File: src/rtl/mem_arb_pkg.sv
// Shared types and constants for the unified memory port arbiter.
package mem_arb_pkg;

  localparam int unsigned DWIDTH   = 32;
  localparam int unsigned WORDSIZE = DWIDTH / 8;
  localparam logic [DWIDTH-1:0] ZERO     = '0;
  localparam logic [31:0]       NOP_INSN = 32'h0000_0013;

  typedef enum logic [1:0] {
    IDLE,
    IF_BUSY,
    LSU_BUSY
  } arb_state_t;

endpackage

File: src/rtl/arb_watchdog.sv
// Counts stalled cycles of an outstanding memory access and flags the abort cycle.
module arb_watchdog #(
  parameter int unsigned TIMEOUT = 15
) (
  input  logic clk,
  input  logic rst,
  input  logic busy,
  input  logic ack,
  output logic expire
);

  localparam int unsigned CW = $clog2(TIMEOUT + 1);

  logic [CW-1:0] cnt;

  // The edge that would make the count reach TIMEOUT is the abort edge; ack on it wins.
  assign expire = busy & ~ack & (cnt == CW'(TIMEOUT - 1));

  always_ff @(posedge clk or posedge rst) begin
    if (rst) begin
      cnt <= '0;
    end else if (!busy || ack) begin
      cnt <= '0;
    end else if (cnt != CW'(TIMEOUT)) begin
      cnt <= cnt + CW'(1);
    end
  end

endmodule

File: src/rtl/mem_port_arbiter.sv
// Arbitrates the single memory port between instruction fetch and the LSU.
// Optional ARB_PERF_EN adds grant and wait-cycle performance counters.
module mem_port_arbiter
  import mem_arb_pkg::*;
#(
  parameter int unsigned AW         = DWIDTH,
  parameter int unsigned DW         = DWIDTH,
  parameter int unsigned STARVE_MAX = 4,
  parameter int unsigned TIMEOUT    = 15
) (
  input  logic            clk,
  input  logic            rst,
  input  logic            if_req,
  input  logic [AW-1:0]   if_addr,
  output logic [DW-1:0]   if_rdata,
  output logic            if_valid,
  input  logic            lsu_req,
  input  logic            lsu_we,
  input  logic [AW-1:0]   lsu_addr,
  input  logic [DW-1:0]   lsu_wdata,
  input  logic [DW/8-1:0] lsu_be,
  output logic [DW-1:0]   lsu_rdata,
  output logic            lsu_done,
  output logic            mem_req,
  output logic            mem_we,
  output logic [AW-1:0]   mem_addr,
  output logic [DW-1:0]   mem_wdata,
  output logic [DW/8-1:0] mem_be,
  input  logic            mem_ack,
  input  logic [DW-1:0]   mem_rdata,
  output logic            fetch_stall,
  output logic            lsu_stall,
  output logic            err
`ifdef ARB_PERF_EN
  ,
  output logic [31:0]     perf_if_grants,
  output logic [31:0]     perf_lsu_grants,
  output logic [31:0]     perf_wait_cycles
`endif
);

  localparam int unsigned SW = $clog2(STARVE_MAX + 1);

  arb_state_t    state;
  logic [SW-1:0] starve_cnt;
  logic          lsu_grant_c;
  logic          if_grant_c;
  logic          expire;

  assign fetch_stall = if_req & ~if_valid;
  assign lsu_stall   = lsu_req & ~lsu_done;

  // LSU wins unless fetch has been passed over STARVE_MAX times in a row.
  assign lsu_grant_c = (state == IDLE) & lsu_req & (starve_cnt < SW'(STARVE_MAX));
  assign if_grant_c  = (state == IDLE) & ~lsu_grant_c & if_req;

  arb_watchdog #(
    .TIMEOUT (TIMEOUT)
  ) u_watchdog (
    .clk    (clk),
    .rst    (rst),
    .busy   (state != IDLE),
    .ack    (mem_ack),
    .expire (expire)
  );

  always_ff @(posedge clk or posedge rst) begin
    if (rst) begin
      state      <= IDLE;
      starve_cnt <= '0;
      mem_req    <= 1'b0;
      mem_we     <= 1'b0;
      mem_addr   <= '0;
      mem_wdata  <= '0;
      mem_be     <= '0;
      if_rdata   <= '0;
      if_valid   <= 1'b0;
      lsu_rdata  <= '0;
      lsu_done   <= 1'b0;
      err        <= 1'b0;
    end else begin
      if_valid <= 1'b0;
      lsu_done <= 1'b0;
      err      <= 1'b0;
      case (state)
        IDLE: begin
          if (lsu_grant_c) begin
            state      <= LSU_BUSY;
            mem_req    <= 1'b1;
            mem_we     <= lsu_we;
            mem_addr   <= lsu_addr;
            mem_wdata  <= lsu_wdata;
            mem_be     <= lsu_be;
            // Grant condition keeps the count below STARVE_MAX, so +1 saturates there.
            starve_cnt <= if_req ? starve_cnt + SW'(1) : '0;
          end else if (if_grant_c) begin
            state      <= IF_BUSY;
            mem_req    <= 1'b1;
            mem_we     <= 1'b0;
            mem_addr   <= if_addr;
            mem_wdata  <= '0;
            mem_be     <= '1;
            starve_cnt <= '0;
          end else begin
            starve_cnt <= '0;
          end
        end
        IF_BUSY: begin
          if (mem_ack) begin
            state    <= IDLE;
            mem_req  <= 1'b0;
            if_rdata <= mem_rdata;
            if_valid <= 1'b1;
          end else if (expire) begin
            state    <= IDLE;
            mem_req  <= 1'b0;
            if_rdata <= DW'(NOP_INSN);
            if_valid <= 1'b1;
            err      <= 1'b1;
          end
        end
        LSU_BUSY: begin
          if (mem_ack) begin
            state    <= IDLE;
            mem_req  <= 1'b0;
            lsu_done <= 1'b1;
            if (!mem_we) begin
              lsu_rdata <= mem_rdata;
            end
          end else if (expire) begin
            state     <= IDLE;
            mem_req   <= 1'b0;
            lsu_rdata <= DW'(ZERO);
            lsu_done  <= 1'b1;
            err       <= 1'b1;
          end
        end
        default: begin
          state   <= IDLE;
          mem_req <= 1'b0;
        end
      endcase
    end
  end

`ifdef ARB_PERF_EN
  always_ff @(posedge clk or posedge rst) begin
    if (rst) begin
      perf_if_grants   <= '0;
      perf_lsu_grants  <= '0;
      perf_wait_cycles <= '0;
    end else begin
      if (if_grant_c) begin
        perf_if_grants <= perf_if_grants + 32'd1;
      end
      if (lsu_grant_c) begin
        perf_lsu_grants <= perf_lsu_grants + 32'd1;
      end
      if (fetch_stall | lsu_stall) begin
        perf_wait_cycles <= perf_wait_cycles + 32'd1;
      end
    end
  end
`endif

endmodule
File: config.mk
export PLATFORM = sky130hd
export DESIGN_NAME = mem_port_arbiter
export DESIGN_NICKNAME = d
export VERILOG_FILES = /design/src/rtl/mem_arb_pkg.sv /design/src/rtl/arb_watchdog.sv /design/src/rtl/mem_port_arbiter.sv
export SDC_FILE = /design/constraint.sdc
export NUM_CORES = 1
export LEC_CHECK = 0
export ABC_AREA = 1
export CAP_MARGIN = 10
export CORE_MARGIN = 4
export CORE_UTILIZATION = 25
export CTS_CLUSTER_SIZE = 10
export DETAILED_ROUTE_END_ITERATION = 16
export PLACE_DENSITY = 0.61
export SETUP_SLACK_MARGIN = 0.4
export SLEW_MARGIN = 40
export SYNTH_ARGS = -nofsm -noshare
export SYNTH_HDL_FRONTEND = slang
export SYNTH_SLANG_ARGS = --single-unit
File: constraint.sdc
create_clock -name clk -period 8.6 [get_ports clk]
set_input_delay 2.15 -clock clk [delete_from_list [all_inputs] [get_ports clk]]
set_output_delay 2.15 -clock clk [all_outputs]
set_load 0.01 [all_outputs]
==> reports/results.ini <==
[layout]
fillCellCount = 2412
multiInputGateArea_mm2 = 0.00205
layout-drive-gt1-share = 0.0523
flow.area_growth_from_synthesis_pct = 58.4
antennaDiodeCount = 0
register_area_mm2 = 0.00365
fin_nets = 1049
stdcell_area_mm2 = 0.00970

[floorplan]
die-width_um = 165
die_area_mm2 = 0.0271
core_area_mm2 = 0.0242
start_util = 0.253
fp.dieH_um = 165
ioPinCount = 277
row_count = 57

[placement]
gp_congestion = 0.773
place_area_mm2 = 0.00910
dp_hpwl_mm = 13.0
pre_cts_ws_ns = 2.97
portBuffers = 276

[setup_path]
crit_slowest_cell = clkdlybuf4s50_1
reg2regPathDepth = 8
worstSetupPathType = input pin to output pin
cp_cell_sequence = clkdlybuf4s50_1 > inv_1 > nor2_1 > clkdlybuf4s50_1
arrival_ns = 3.46
cp.required_ns = 6.45
crit_path_start_kind = input pin
crit_top_cell = clkdlybuf4s50_1
cp-end-kind = output pin
max_stage_delay_ns = 0.57
critPathMaxFanout = 5

[clocking]
cts_hold_buf = 0
cts.sink_count = 146
post_cts_buffers = 0
clock_path_buffers = 2
path_clk_slew_ns = 0.06
cts-buffers-inserted = 17
cts_tree = yes
h-tree-depth = 4
cts.repair.resized = 0
cts_root_buf = clkbuf_16
clock_latency_ns = 0.42

[sta]
rsz0062_at_grt = no
finalWorstSetupSlack_ns = 2.99
fmax_ghz = 0.178
worstMarginPinSlew_ns = 0.780
final.setup.tns_ns = 0
maxSlewViolCount = 0
final_hold_viol_count = 0
maxSlewHeadroom = 0.478
fin_skew_ns = 0.00636
final.period_utilization = 0.653
setup_viol = 0
post-route-min-period_ns = 5.61

[yosys]
synth_top_family_by_area = simple AND/OR/NAND/NOR gates
syn-cell-area_mm2 = 0.00613
muxShareOfSynthArea = 0
synth_xor_area_frac = 0.00286
yosysSeqAreaShare = 0.596
yosys.area_share.simple = 0.228
synthCells = 647
synthAdderAreaFrac = 0.0123
synth_compound_area_frac = 0.0919
ys_warn_count = 0
syn-num-nets = 791
ys_types = 28
ys_ff_latch = 146
avgSynthCellArea_um2 = 9.47

[global_route]
first_global_vias = 5422
grt_max_degree = 89
antenna_found_initial = 1
track_usage = 0.142
grt_pass1_wl_mm = 30.0
grt-ovfl-total = 0

[route]
routed_wl_mm = 19.7
vias_per_cell = 4.39
drc = 0
first_pass_iters = 4
via_count = 5449
wl_per_cell_um = 15.8
drtIter0Drc = 287
drtAntennaViolNets = 0

[power_and_ir_drop]
peakVddDrop_mv = 0.139
pwr_density_cell_mw_per_mm2 = 356
p_leak_nw = 4.51

[job]
drv_cap = 0

[hold_path]
min_path_type = register to register
hold_depth = 2

[outcome]
outcome = finished, final reports clean

[final cells by class]
cell class | instances | share of cell area
well taps | 324 | 0.0418
clock buffers | 20 | 0.0460
inverters | 49 | 0.0197
multi-input cells | 409 | 0.212
clock inverters | 12 | 0.0137
flip-flops and latches | 146 | 0.377
repair buffers | 282 | 0.291
[per-stage QoR]
step / std cells / util / total power [mW] / hold WS, ns
CTS: 1241 / 0.400 / 3.52 / 0.473
global placement: 1209 / 0.376 / 2.73 / 0.453
global route: 1242 / 0.401 / 3.71 / 0.484
finish: 1242 / 0.401 / 3.46 / 0.469
floorplan: 647 / - / 1.90 / 0.457
detailed placement: 1209 / 0.376 / 2.75 / 0.457
[cells in the final DEF (no fill, tap or decap), types with 12 or more instances in the layout]
cell type,count
nand3_1,68
nand4_1,33
o21ai_0,29
dfrtp_1,146
o21ai_1,12
inv_1,45
clkdlybuf4s50_1,275
clkbuf_16,17
nand2_1,204
a22o_1,32
[cell usage after synthesis]
master / count / area share
nand4_1: 33 / 0.034
xnor2_1: 1 / 0.0014
o22a_1: 4 / 0.0057
nand2_2: 2 / 0.0020
nand3_4: 1 / 0.0029
a21boi_0: 1 / 0.0012
buf_6: 4 / 0.0074
o21ai_1: 12 / 0.0098
o21ai_2: 1 / 0.0014
inv_2: 3 / 0.0018
o21bai_2: 1 / 0.0018
dfrtp_1: 146 / 0.60
buf_4: 6 / 0.0074
nand2_4: 1 / 0.0018
xor2_1: 1 / 0.0014
ha_1: 6 / 0.012
inv_1: 46 / 0.028
nand2_1: 204 / 0.12
o21ai_0: 29 / 0.024
nand3_2: 1 / 0.0016
o31ai_1: 1 / 0.0012
nand3_1: 68 / 0.056
buf_2: 16 / 0.013
clkbuf_1: 16 / 0.0098
a211oi_1: 1 / 0.0012
clkbuf_2: 1 / 0.00082
a22o_1: 32 / 0.046
nor2_1: 9 / 0.0055
[registers in the layout, indices dropped and copies added, names as in the netlist, 2 cells and up]
register        cells
if_rdata           32
u_watchdog.cnt      4
mem_addr           32
mem_wdata          32
starve_cnt          3
mem_be              4
state               2
lsu_rdata          32
[where the power goes]
group	internal, mW	switching, mW
combinational	0.794	0.761
clock	0.436	0.299
sequential	0.998	0.168
total	2.23	1.23
[routing by layer]
layer  track usage  share of wire  up-vias
li1              -              -     2652
met1         0.177           0.42     2588
met2         0.226           0.47      185
met3        0.0549          0.092       22
met4        0.0446          0.017        2
met5             0        0.00056        -
[critical path: cells and delay by family]
kind / cells / cell delay (ns)
simple gates: 1 / 0.09
buf+inv: 3 / 1.22
[cell families after synthesis]
group | Yosys count
flip-flops | 146
XOR/XNOR | 2
AO/OA/AOI/OAI | 82
AND/OR/NAND/NOR | 319
adder cells (fa/ha/maj) | 6
buffers and inverters | 92
[final timing paths]
check | start | to | slack [ns]
min | lsu_rdata[19] | lsu_rdata[19] | 0.47
max | if_req | fetch_stall | 2.99
min reg2reg | lsu_rdata[19] | lsu_rdata[19] | 0.47
min in group asynchronous | rst | mem_addr[1] | 2.23
max reg2reg | state[1] | mem_addr[5] | 6.00
max in group asynchronous | rst | lsu_rdata[4] | 5.35
Power figures use the tool's default switching activity.
